`config.mk`:
```
export PLATFORM = sky130hd
export DESIGN_NAME = fetch_unit
export DESIGN_NICKNAME = d
export VERILOG_FILES = /design/src/rtl/fetch_unit.sv
export SDC_FILE = /design/constraint.sdc
export NUM_CORES = 1
export LEC_CHECK = 0
export CAP_MARGIN = 20
export CORE_MARGIN = 8
export CORE_UTILIZATION = 47
export CTS_BUF_LIST = sky130_fd_sc_hd__clkbuf_4 sky130_fd_sc_hd__clkbuf_8
export DETAILED_ROUTE_END_ITERATION = 8
export GPL_TIMING_DRIVEN = 0
export PLACE_DENSITY = 0.74
export SYNTH_ARGS = -nofsm -noshare
export SYNTH_HDL_FRONTEND = slang
export SYNTH_SLANG_ARGS = --single-unit
export TNS_END_PERCENT = 100
```
`constraint.sdc`:
```
create_clock -name clk -period 3.9 [get_ports clk]
set_input_delay 0.78 -clock clk [delete_from_list [all_inputs] [get_ports clk]]
set_output_delay 0.78 -clock clk [all_outputs]
set_load 0.05 [all_outputs]
```
`src/rtl/fetch_unit.sv`:
```
// fetch_unit: halfword instruction fetch with a DEPTH-entry buffer and branch redirect/discard.
module fetch_unit #(
  parameter logic [31:0] RESET_PC = 32'h0000_0000,
  parameter int          DEPTH    = 2
) (
  input  logic        clk,
  input  logic        rst,
  output logic        imem_req,
  output logic [31:0] imem_addr,
  input  logic        imem_ack,
  input  logic [15:0] imem_rdata,
  input  logic        branch_valid,
  input  logic [31:0] branch_target,
  output logic        instr_valid,
  output logic [15:0] instruction,
  output logic [31:0] instr_pc,
  input  logic        instr_ready
);
  localparam int PW = $clog2(DEPTH);
  localparam int CW = $clog2(DEPTH + 1);
  typedef enum logic [1:0] {IDLE, RUN, STALL, DISCARD} state_t;
  state_t          state_q, state_d;
  logic [31:0]     pc_q, pc_d, addr_q, addr_d;
  logic [PW-1:0]   wptr_q, wptr_d, rptr_q, rptr_d;
  logic [CW-1:0]   cnt_q, cnt_d;
  logic [47:0]     fifo_q [DEPTH];
  logic            branch, push, pop;

  function automatic logic [PW-1:0] nxt(input logic [PW-1:0] p);
    return p == PW'(DEPTH - 1) ? '0 : p + PW'(1);
  endfunction

  assign imem_req    = state_q == RUN || state_q == DISCARD;
  assign imem_addr   = addr_q;
  assign instr_valid = cnt_q != '0;
  assign {instruction, instr_pc} = instr_valid ? fifo_q[rptr_q] : 48'h0;

  always_comb begin
    branch  = branch_valid && state_q != IDLE;
    push    = state_q == RUN && imem_ack && !branch;
    pop     = instr_valid && instr_ready && !branch;
    cnt_d   = branch ? '0 : cnt_q + CW'(push) - CW'(pop);
    wptr_d  = branch ? '0 : push ? nxt(wptr_q) : wptr_q;
    rptr_d  = branch ? '0 : pop ? nxt(rptr_q) : rptr_q;
    pc_d    = branch ? {branch_target[31:1], 1'b0} : push ? pc_q + 32'd2 : pc_q;
    state_d = state_q == IDLE  ? RUN :
              branch           ? (imem_req && !imem_ack ? DISCARD : RUN) :
              state_q == RUN   ? (push && cnt_d == CW'(DEPTH) ? STALL : RUN) :
              state_q == STALL ? (cnt_d < CW'(DEPTH) ? RUN : STALL) :
              (imem_ack ? RUN : DISCARD);
    // While discarding, the memory still sees the stale address; the target waits in pc.
    addr_d  = state_d == DISCARD ? addr_q : pc_d;
  end

  always_ff @(posedge clk or posedge rst) begin
    if (rst) begin
      state_q <= IDLE;
      pc_q    <= {RESET_PC[31:1], 1'b0};
      addr_q  <= {RESET_PC[31:1], 1'b0};
      wptr_q  <= '0;
      rptr_q  <= '0;
      cnt_q   <= '0;
    end else begin
      state_q <= state_d;
      pc_q    <= pc_d;
      addr_q  <= addr_d;
      wptr_q  <= wptr_d;
      rptr_q  <= rptr_d;
      cnt_q   <= cnt_d;
    end
  end

  always_ff @(posedge clk) begin
    if (push) fifo_q[wptr_q] <= {imem_rdata, pc_q};
  end
endmodule

```
# After elaboration in Yosys (flattened, before gate mapping)

Memories as Yosys holds them, arrays and structs flattened.
Index checks and enable logic that the tools add are counted.
W data, S select, Z words.

Register bits: 70
Bits in latches: 0
Memory bits (writable): 96
Bits in read-only memories: 0
Bits of input ports: 53
Output and inout port bits: 82
Logic and storage cells: 53
Memories: 1

$add $sub $neg: 5
Multipliers: 0
Div/mod/pow operators: 0
Magnitude comparators: 1
Eq/ne operators: 5
Shift-type cells: 0
Mux-type cells: 20
Bitwise logic cells: 0
Reductions and logical operators: 15

Memories:

| name   | words | bits a word | rd ports | clocked after Yosys merged registers in | write ports | line | RTL |
|---|---|---|---|---|---|---|---|
| fifo_q | 2     | 48          | 1        | 0                                       | 1           | 26   | `logic [47:0] fifo_q [DEPTH];` |

Operator list:

| cell                    | count |
|---|---|
| $mux W32                | 2 |
| $mux W48                | 1 |
| $add A32 B2 Y32 const B | 1 |
| $mux W2                 | 9 |
| $eq A2 B2 Y1 const B    | 4 |
| $mux W1                 | 8 |
| $reduce_bool A2 Y1      | 4 |
| $logic_and A1 B1 Y1     | 7 |
| $add A1 B1 Y1 const B   | 2 |
| $add A2 B1 Y2           | 1 |
| $eq A2 B1 Y1 const B    | 1 |
| $logic_not A1 Y1        | 2 |
| $logic_not A2 Y1        | 1 |
| $lt A2 B2 Y1 const B    | 1 |
| $sub A2 B1 Y2           | 1 |
| $logic_or A1 B1 Y1      | 1 |

# Longest topological paths before layout

Gate-level depths: netlist (run 1).

Depth after elaboration: 14
Depth in mapped cells: 13

# Least setup slack after synthesis (run 1)

Ideal clock, no wire load.

Path kind: input to register
Start: input port branch_valid
End: memory fifo_q[0][0], enable pin
Library setup time: 456 ps
Data arrival time: 3,258 ps
Data required time: 3,444 ps
Setup slack: 187 ps
Stages on the path: 3
Buffers on the path: 0
Path through: and4bb_4 inv_4 nor2_1

Cells in the longest elaborated chain, start to end: 5

RTL lines:

| item                          | line | RTL |
|---|---|---|
| start: declaration            | 12   | `input logic branch_valid,` |
| $logic_and A1 B1 Y1           | 39   | `branch = branch_valid && state_q != IDLE;` |
| $logic_not A1 Y1              | 40   | `push = state_q == RUN && imem_ack && !branch;` |
| $logic_and A1 B1 Y1           | 40   |  |
| $mux W1                       | 74   | `if (push) fifo_q[wptr_q] <= {imem_rdata, pc_q};` |
| $mux W1 (not written as such) | 74   |  |
| end: declaration              | 26   |  |

Every way passes these cells.

# Final worst setup path (run 1)

Start: register cnt_q[1]
End: output port instr_pc[31]

Cells in the longest elaborated chain, start to end: 2

RTL lines:

| item                     | line | RTL |
|---|---|---|
| start: declaration       | 25   | `logic [CW-1:0] cnt_q, cnt_d;` |
| start signal: assignment | 69   | `cnt_q <= cnt_d;` |
| $reduce_bool A2 Y1       | 35   | `assign instr_valid = cnt_q != '0;` |
| $mux W48                 | 36   | `assign {instruction, instr_pc} = instr_valid ? fifo_q[rptr_q] : 48'h0;` |
| end: declaration         | 16   | `output logic [31:0] instr_pc,` |

Every way passes these cells.

==> out/qor.txt, run 1 <==
status -> complete, no violations
part of the power in registers -> 44.8%
LEAKAGE -> 0.003219 uW
crit end category -> output pin
fin crit period -> 3.635 ns
met2 WL -> 8287 um
Top FF cell, synth -> edfxtp_1
Setup CP Type -> flip-flop to output pin
synthesized area per cell -> 12.68 sq um
DP Wirelength -> 12,130 um
via-per-instance ratio -> 5.421
CP cell instances -> nor2_1 -> clkbuf_1 -> buf_1 -> nor2_1 -> clkdlybuf4s50_1
Hold Fails Final Rpt -> 0
Placement Setup Slack -> 0.2168 ns
dpl cells -> 870
die area -> 19,020 sq um
CP required -> 3.12 ns
core box area -> 14,530 sq um
Final Non-Filler Cells -> 902
Hold WC Path Type -> flip-flop to flip-flop
number of flops mapped to enable cells by yosys -> 96
First DRT Iteration DRCs -> 378
final WL -> 17,050 um
Site Rows -> 44
Synth Register Bits -> 166
hold worst-path end -> fifo_q[1][0]$_DFFE_PP_
num ports -> 135
syn_nets -> 607
final setup fails -> 0
largest net degree at the start of global routing -> 71
worst-case reg-to-reg path depth -> 13
Starting Density -> 48.06%
reg-to-reg slack, setup -> 0.95 ns
PortBufs -> 133
Die W -> 137.9 um
layout cells sized above 1 -> 7.939%
Slew @ Worst Pin -> 0.8622 ns
placed standard-cell area -> 8598 sq um
Peak VDD IR -> 0.2893 mV
grt total ovfl -> 0
gate count after technology mapping -> 551
net switching power of the design -> 1552 uW
DRT Pass-1 Iters -> 5
Vias -> 4,890
WP buf/inv -> 3
Slew HR -> 42.52%
reg2reg end -> state_q[1]$_DFF_PP0_
GP Congestion -> 0.9213
Sequential Area -> 4634 sq um
fmax -> 0.2751 GHz
Distinct cells, synth -> 45
CTS tree -> built
Clock Latency Late Sink -> 0.46 ns
Logic pwr share -> 27.4%
Nets -> 761
drt drc -> 0
met3 routed WL -> 1176 um
FFs w/ async S/R, synth -> 42.17%
min-delay src -> pc_q[0]$_DFF_PP0_
CP max stage delay -> 0.72 ns
P per Cell Area -> 519.8 nW/um^2
CP most frequent cell -> nor2_1
number of antenna violations at the first check in global routing -> 0
highest metal used -> met4
remaining antenna violation count after routing -> 0
Final Max Slew Viols -> 0
Post-Syn Area -> 6985 sq um
Worst setup SP type -> flip-flop
crit share post-route -> 93.22%
Int Pwr -> 3139 uW
switching portion of total power -> 33.08%
Max Buffers Root-to-Sink -> 2
clock sinks -> 166
synth warn -> 0
vias in the first global route -> 4,913
n_diodes -> 0
family with the most delay on the worst path -> buffers and inverters
Hold Buf Count CTS -> 0
CP max stage cell -> clkdlybuf4s50_1
clock buffer count from CTS -> 17
TNS Setup -> 0 ns
worst clock skew -> 0.009662 ns
Final Util -> 62.08%
WHS Path Cells -> 0
multi-input logic area -> 2180 sq um
Clock power frac -> 27.8%
max_cap viols -> 0
CTS Root Cell -> clkbuf_8
Area growth syn-to-layout -> 29.16%
RSZ-0062 raised after global routing -> false
Critical Path Fanout Max -> 10
gr usage total -> 18.09%
first-pass GRT wire length -> 26,130 um
# fillers -> 1,144
clk slew on worst S/H paths -> 0.08 ns
fin worst setup slack -> 0.2645 ns
FF-to-FF Start -> state_q[0]$_DFF_PP0_
design area -> 9022 sq um
die height -> 137.9 um
M1 WL -> 7230 um
crit path DAT -> 2.86 ns
wire length per cell -> 18.90 um
sequential area share after synthesis -> 66.34%
H-tree levels -> 4
==> final cells by class <==
| cell class | instances | share of cell area, % |
|---|---|---|
| Buffer | 30 | 1.456 |
| Clock buffer | 23 | 3.301 |
| Clock inverter | 9 | 1.373 |
| Inverter | 13 | 0.5963 |
| Multi-Input combinational cell | 342 | 24.16 |
| Sequential cell | 166 | 51.37 |
| Tap cell | 184 | 2.552 |
| Timing Repair Buffer | 135 | 15.20 |
==> synth_stat cells (7+ instances only) <==
cell type  number  area [sq um]
mux2_2         10         112.6
dfrtp_1        70          1752
mux2i_1        49         490.5
edfxtp_1       96          2883
nor2_1         87         326.6
nor4_1          7         43.79
a22oi_1        17         127.6
inv_1          12         45.04
xor2_1          7         61.31
a21oi_1        22         110.1
nand3_1        16         80.08
xnor2_1        20         175.2
o21ai_0        19         95.09
nor3_1         14         70.07
clkbuf_1       24         90.09
nand2_1        25         93.84
==> what timing repair did <==
action / 4_1_cts / 5_1_grt
resized for setup: 2 / 0
endpoints found under the setup margin: 10 / 0
setup buffers: 0 / 0
==> routing by layer <==
metal / track usage, % / vias to the layer above
met2: 28.89 / 159
met5: 0 / -
met1: 23.35 / 2405
met4: 7.582 / 0
met3: 4.094 / 26
li1: - / 2300
==> stage by stage <==
stage / hold slack [ns] / power (uW)
final: 0.4983 / 4690
after global routing: 0.5053 / 4857
after CTS: 0.4873 / 4718
after detailed placement: 0.4667 / 3434
after global placement: 0.4633 / 3409
after floorplan: 0.4339 / 2952
==> kinds of logic after synthesis <==
family / share of synthesized area, %
AO/OA/AOI/OAI: 6.878
XOR/XNOR: 3.385
adder cells (fa/ha/maj): 0.5374
buffers and inverters: 2.579
flip-flops: 66.34
multiplexers: 8.633
AND/OR/NAND/NOR: 11.64
==> power groups by stage <==
stage,Clock [uW],Combinational (uW),Sequential [uW]
3_3_place_gp,0,1280,2130
2_1_floorplan,0,674,2280
6_report,1300,1290,2100
5_1_grt,1380,1360,2110
3_5_place_dp,0,1300,2140
4_1_cts,1320,1300,2100
==> worst max path at each step <==
| stage | endpoint | startpoint | cells after the start | slack [ns] |
|---|---|---|---|---|
| 3_5_place_dp | instruction[7] | rptr_q$_DFFE_PP0P_ | 6 | 0.22 |
| 2_1_floorplan | fifo_q[0][0]$_DFFE_PP_ | branch_valid | 3 | 0.19 |
| 3_3_place_gp | fifo_q[0][35]$_DFFE_PP_ | branch_valid | 4 | -1.46 |
| 6_report | instr_pc[31] | cnt_q[1]$_DFF_PP0_ | 5 | 0.26 |
| 5_1_grt | instr_pc[31] | cnt_q[1]$_DFF_PP0_ | 5 | 0.07 |
| 4_1_cts | instr_pc[31] | cnt_q[1]$_DFF_PP0_ | 5 | 0.16 |
==> flip-flops by register name, indices dropped and copies added, names as in the netlist <==
| register | count |
|---|---|
| pc_q | 32 |
| imem_addr | 32 |
| cnt_q | 2 |
| fifo_q | 96 |
| state_q | 2 |
| wptr_q | 1 |
| rptr_q | 1 |
==> layout by cell type (no fill, tap or decap), drive strengths merged, types with 8 or more instances in the layout <==
cell type      count
nor3              14
nand2             25
xnor2             20
o21ai             21
nor2              87
nand3             16
inv               14
edfxtp            96
a21oi             23
dfrtp             70
clkbuf            47
mux2i             49
buf                8
clkdlybuf4s50    133
mux2              10
a22oi             17
(Power assumes the default switching activity.)
==> run 2, diff against run 1 <==
--- a/config.mk
+++ b/config.mk
@@ -12,2 +12,3 @@
 export DETAILED_ROUTE_END_ITERATION = 8
+export GPL_ROUTABILITY_DRIVEN = 0
 export GPL_TIMING_DRIVEN = 0
--- a/constraint.sdc
+++ b/constraint.sdc
@@ -3,2 +3,2 @@
 set_output_delay 0.78 -clock clk [all_outputs]
-set_load 0.05 [all_outputs]
+set_load 0.02 [all_outputs]
==> run 2 against run 1 <==
Final cell count is the same; clock power grew 6%; die area is the same; total power shrank 4.9%; sequential share of layout area shrank 0.15 points.
==> out/qor.txt, run 2 (same netlist as run 1, synthesis figures left out) <==
Placement Setup Slack -> 0.2748 ns (+0.05796 ns)
Tot Pwr -> 4462 uW (-4.9%)
FF-to-FF Start -> state_q[0]$_DFF_PP0_
num ports -> 135 (unchanged)
Critical Path Fanout Max -> 10 (unchanged)
crit path DAT -> 2.89 ns (+0.03 ns)
CP required -> 3.12 ns (about the same)
hold worst-path end -> fifo_q[1][0]$_DFFE_PP_
clk slew on worst S/H paths -> 0.08 ns (about the same)
Final Non-Filler Cells -> 902 (unchanged)
Vias -> 4,967 (+1.6%)
core box area -> 14,530 sq um (unchanged)
CP max stage cell -> clkdlybuf4s50_1
CP most frequent cell -> clkbuf_1
WHS Path Cells -> 0 (unchanged)
worst clock skew -> 0.01192 ns (+0.002263 ns)
Largest register FFs -> 96 (unchanged)
DP Wirelength -> 12,360 um (+1.9%)
Peak VDD IR -> 0.2285 mV (-21%)
grt total ovfl -> 0 (unchanged)
fin worst setup slack -> 0.2337 ns (-0.03077 ns)
CP max stage delay -> 0.62 ns (-0.10 ns)
CTS tree -> built
RSZ-0062 raised after global routing -> false
LEAKAGE -> 0.003207 uW (-0.37%)
DRT Pass-1 Iters -> 5 (unchanged)
dpl cells -> 870 (unchanged)
number of antenna violations at the first check in global routing -> 0 (unchanged)
Nets -> 761 (unchanged)
H-tree levels -> 4 (unchanged)
Starting Density -> 48.06% (unchanged)
fin crit period -> 3.666 ns (+0.03077 ns)
Die W -> 137.9 um (unchanged)
First DRT Iteration DRCs -> 345 (-8.7%)
final setup fails -> 0 (unchanged)
Site Rows -> 44 (unchanged)
Clock Latency Late Sink -> 0.47 ns (about the same)
max_cap viols -> 0 (unchanged)
CP cell instances -> clkbuf_1 -> clkbuf_1 -> buf_2 -> mux2i_1 -> nor2_1 -> clkdlybuf4s50_1
Setup CP Type -> flip-flop to output pin
crit share post-route -> 94.01% (+0.79 points)
CTS Root Cell -> clkbuf_8
gr usage total -> 18.60% (+0.51 points)
worst-case reg-to-reg path depth -> 13 (unchanged)
fmax -> 0.2728 GHz (-0.84%)
Hold Fails Final Rpt -> 0 (unchanged)
first-pass GRT wire length -> 26,720 um (+2.2%)
n_diodes -> 0 (unchanged)
remaining antenna violation count after routing -> 0 (unchanged)
placed standard-cell area -> 8598 sq um (unchanged)
Most flops, register -> fifo_q
WP buf/inv -> 4 (+1)
Max Buffers Root-to-Sink -> 2 (unchanged)
Hold WC Path Type -> flip-flop to flip-flop
reg2reg end -> state_q[1]$_DFF_PP0_
design area -> 9049 sq um (+0.29%)
Worst setup SP type -> flip-flop
PortBufs -> 133 (unchanged)
clock buffer count from CTS -> 17 (unchanged)
die height -> 137.9 um (unchanged)
min-delay src -> pc_q[0]$_DFF_PP0_
via-per-instance ratio -> 5.507 (+1.6%)
commonest non-fill, non-tap cell in the layout -> clkdlybuf4s50_1
die area -> 19,020 sq um (unchanged)
status -> complete, no violations
vias in the first global route -> 5,005 (+1.9%)
Slew HR -> 43.69% (+1.2 points)
clock sinks -> 166 (unchanged)
P per Cell Area -> 493.1 nW/um^2 (-5.1%)
Slew @ Worst Pin -> 0.8447 ns (-0.01751 ns)
wire length per cell -> 19.17 um (+1.5%)
Final Util -> 62.26% (+0.18 points)
final WL -> 17,300 um (+1.5%)
Final Max Slew Viols -> 0 (unchanged)
reg-to-reg slack, setup -> 0.94 ns (about the same)
family with the most delay on the worst path -> buffers and inverters
drt drc -> 0 (unchanged)
largest net degree at the start of global routing -> 71 (unchanged)
crit end category -> output pin
commonest non-fill, non-tap cells in the layout -> clkdlybuf4s50_1 (133), edfxtp_1 (96), nor2_1 (86), dfrtp_1 (70), mux2i_1 (49)
Area growth syn-to-layout -> 29.54%
layout cells sized above 1 -> 7.660% (-0.28 points)
==> run 2: cell types whose count changed in the layout (fill, tap and decap cells not counted), sizes merged <==
cell	previous run	this run
bufinv	3	5
clkbuf	47	42
clkinvlp	0	4
inv	14	13
==> run 2: what timing repair did <==
action                     in CTS  in global routing
resized for setup               1                  0
hold buffers                    0                  0
buffers inserted                0                  0
setup endpoints to repair      10                  0
==> run 2: stage by stage <==
stage | hold WS, ns | TNS [ns]
floorplan | 0.4339 | 0
global placement | 0.4636 | -73.23
detailed placement | 0.4619 | 0
CTS | 0.4823 | 0
global route | 0.4975 | 0
finish | 0.4809 | 0
==> run 2: final cells by class <==
class / count / area [sq um]
Timing Repair Buffer: 135 / 1371
Multi-Input combinational cell: 342 / 2180
Inverter: 13 / 53.80
Fill cell: 1171 / 5485
Clock buffer: 18 / 241.5
Buffer: 30 / 130.1
Sequential cell: 166 / 4634
Tap cell: 184 / 230.2
Clock inverter: 14 / 207.7
==> run 2: worst max-delay path by stage <==
stage,startpoint,endpoint,cells past startpoint
after floorplan,branch_valid,fifo_q[0][0]$_DFFE_PP_,3
after global routing,rptr_q$_DFFE_PP0P_,instruction[9],6
after CTS,rptr_q$_DFFE_PP0P_,instruction[9],6
after detailed placement,branch_valid,state_q[1]$_DFF_PP0_,13
after global placement,branch_valid,fifo_q[0][35]$_DFFE_PP_,4
final,rptr_q$_DFFE_PP0P_,instruction[7],6
==> run 2: where the power goes <==
group,internal [uW],switching [uW]
Clock,762,615
Combinational,442,539
Sequential,2000,107
Total,3200,1260
==> run 2: metal layers <==
layer | wire (um) | vias to the layer above | GRT usage, %
met5 | 0 | - | 0
met4 | 463 | 0 | 7.940
met3 | 1128 | 36 | 4.457
met2 | 8431 | 195 | 29.56
met1 | 7273 | 2439 | 23.92
li1 | - | 2297 | -
==> run 3, diff against run 2 <==
clock period = 4.4 ns   (was 3.9 ns; I/O delays follow)
==> run 3 against run 2 <==
Total power decreased by 11%; global-route usage unchanged; worst setup slack improved by 0.13 ns; critical path depth unchanged; register-to-register slack improved by 0.50 ns; cell area about the same; clock power decreased by 12%; clock skew unchanged; core utilization about the same; non-clock buffer count unchanged; sequential power decreased by 11%; highest routed layer unchanged.
==> out/qor.txt, run 3 (same netlist as run 1, synthesis figures left out) <==
Hold Buf Count CTS -> 0 (unchanged)
LEAKAGE -> 0.003203 uW (-0.13%)
Resized cells post-CTS -> 0 (-1)
Slew HR -> 43.69% (unchanged)
worst clock skew -> 0.01192 ns (unchanged)
num ports -> 135 (unchanged)
fmax -> 0.2476 GHz
Largest register FFs -> 96 (unchanged)
Vias -> 4,967 (unchanged)
crit share post-route -> 91.79%
crit path DAT -> 3.16 ns (+0.27 ns)
First DRT Iteration DRCs -> 345 (unchanged)
clk slew on worst S/H paths -> 0.08 ns (about the same)
Hold Fails Final Rpt -> 0 (unchanged)
gr usage total -> 18.60% (unchanged)
wire length per cell -> 19.17 um (unchanged)
fin crit period -> 4.039 ns
Clock Latency Late Sink -> 0.47 ns (about the same)
largest net degree at the start of global routing -> 71 (unchanged)
die height -> 137.9 um (unchanged)
die area -> 19,020 sq um (unchanged)
CTS tree -> built
remaining antenna violation count after routing -> 0 (unchanged)
DRT Pass-1 Iters -> 5 (unchanged)
Setup Fix Bufs, Post-CTS -> 0 (unchanged)
PortBufs -> 133 (unchanged)
via-per-instance ratio -> 5.507 (unchanged)
Hold WC Path Type -> flip-flop to flip-flop
TNS Setup -> 0 ns (unchanged)
worst-case reg-to-reg path depth -> 13 (unchanged)
grt total ovfl -> 0 (unchanged)
vias in the first global route -> 5,005 (unchanged)
P per Cell Area -> 437.1 nW/um^2 (-11%)
Final Max Slew Viols -> 0 (unchanged)
Die W -> 137.9 um (unchanged)
CTS Root Cell -> clkbuf_8
max_cap viols -> 0 (unchanged)
clock sinks -> 166 (unchanged)
H-tree levels -> 4 (unchanged)
layout cells sized above 1 -> 7.521% (-0.14 points)
final setup fails -> 0 (unchanged)
dpl cells -> 870 (unchanged)
Final Non-Filler Cells -> 902 (unchanged)
n_diodes -> 0 (unchanged)
drt drc -> 0 (unchanged)
first-pass GRT wire length -> 26,720 um (unchanged)
Critical Path Fanout Max -> 10 (unchanged)
Setup CP Type -> flip-flop to output pin
Peak VDD IR -> 0.2026 mV (-11%)
RSZ-0062 raised after global routing -> false
Slew @ Worst Pin -> 0.8447 ns (unchanged)
Max Buffers Root-to-Sink -> 2 (unchanged)
final WL -> 17,300 um (unchanged)
Tot Pwr -> 3955 uW (-11%)
commonest non-fill, non-tap cell in the layout -> clkdlybuf4s50_1
Site Rows -> 44 (unchanged)
Worst setup SP type -> flip-flop
clock buffer count from CTS -> 17 (unchanged)
Min Hold Slack -> 0.4809 ns (unchanged)
Most flops, register -> fifo_q
CP required -> 3.52 ns (+0.40 ns)
core box area -> 14,530 sq um (unchanged)
commonest non-fill, non-tap cells in the layout -> clkdlybuf4s50_1 (133), edfxtp_1 (96), nor2_1 (86), dfrtp_1 (70), mux2i_1 (49)
fin worst setup slack -> 0.3610 ns (+0.1273 ns)
WHS Path Cells -> 0 (unchanged)
status -> complete, no violations
number of antenna violations at the first check in global routing -> 0 (unchanged)
# fillers -> 1,171 (unchanged)
crit end category -> output pin
DP Wirelength -> 12,360 um (unchanged)
Area growth syn-to-layout -> 29.52% (about the same)
Placement Setup Slack -> 0.6748 ns (+0.4000 ns)
Nets -> 761 (unchanged)
Starting Density -> 48.06% (unchanged)
-- run 3: changes by cell type in the layout (fill, tap and decap cells not counted) --
cell,before,now
buf_1,2,3
buf_2,2,1
-- run 3: path summary, 6_finish.rpt --
path	slack, ns	end	from
max in group asynchronous	2.91	imem_addr[8]$_DFFE_PP0P_	rst
min in group asynchronous	0.94	imem_addr[2]$_DFFE_PP0P_	rst
worst min register to register	0.48	fifo_q[1][0]$_DFFE_PP_	pc_q[0]$_DFF_PP0_
worst min-delay path	0.48	fifo_q[1][0]$_DFFE_PP_	pc_q[0]$_DFF_PP0_
worst max register to register	1.44	state_q[1]$_DFF_PP0_	state_q[0]$_DFF_PP0_
worst max-delay path	0.36	instruction[7]	rptr_q$_DFFE_PP0P_
-- run 3: worst max-delay path, cell delays in order (launching register included) --
cell             delay, ns
dfrtp_1               0.32
clkbuf_1              0.21
clkbuf_1              0.59
buf_1                 0.64
mux2i_1               0.18
nor2_1                0.13
clkdlybuf4s50_1       0.62
-- run 3: report_power, final --
part           switching [uW]  internal, uW
Combinational             477           392
Clock                     545           675
Sequential               95.2          1770
Total                    1120          2840
-- run 3: final cells by class --
type	instances	area, sq um	area share (%)
sequential	166	4634	51.22
timing repair buffer	135	1371	15.16
multi-input combinational	342	2180	24.09
inverter	13	53.80	0.5947
clock buffer	18	241.5	2.669
clock inverter	14	207.7	2.296
buffer	30	128.9	1.424
tap	184	230.2	2.545
-- run 3: metrics by stage --
step	cell area [sq um]	utilization, %
floorplan	6985	-
global placement	8547	58.81
detailed placement	8598	59.16
CTS	9047	62.25
global route	9047	62.25
finish	9047	62.25
-- run 3: per-layer routing --
layer,global-route usage [%],wire (um),up-vias
met3,4.457,1128,36
li1,-,-,2297
met4,7.940,463,0
met1,23.92,7273,2439
met2,29.56,8431,195
met5,0,0,-
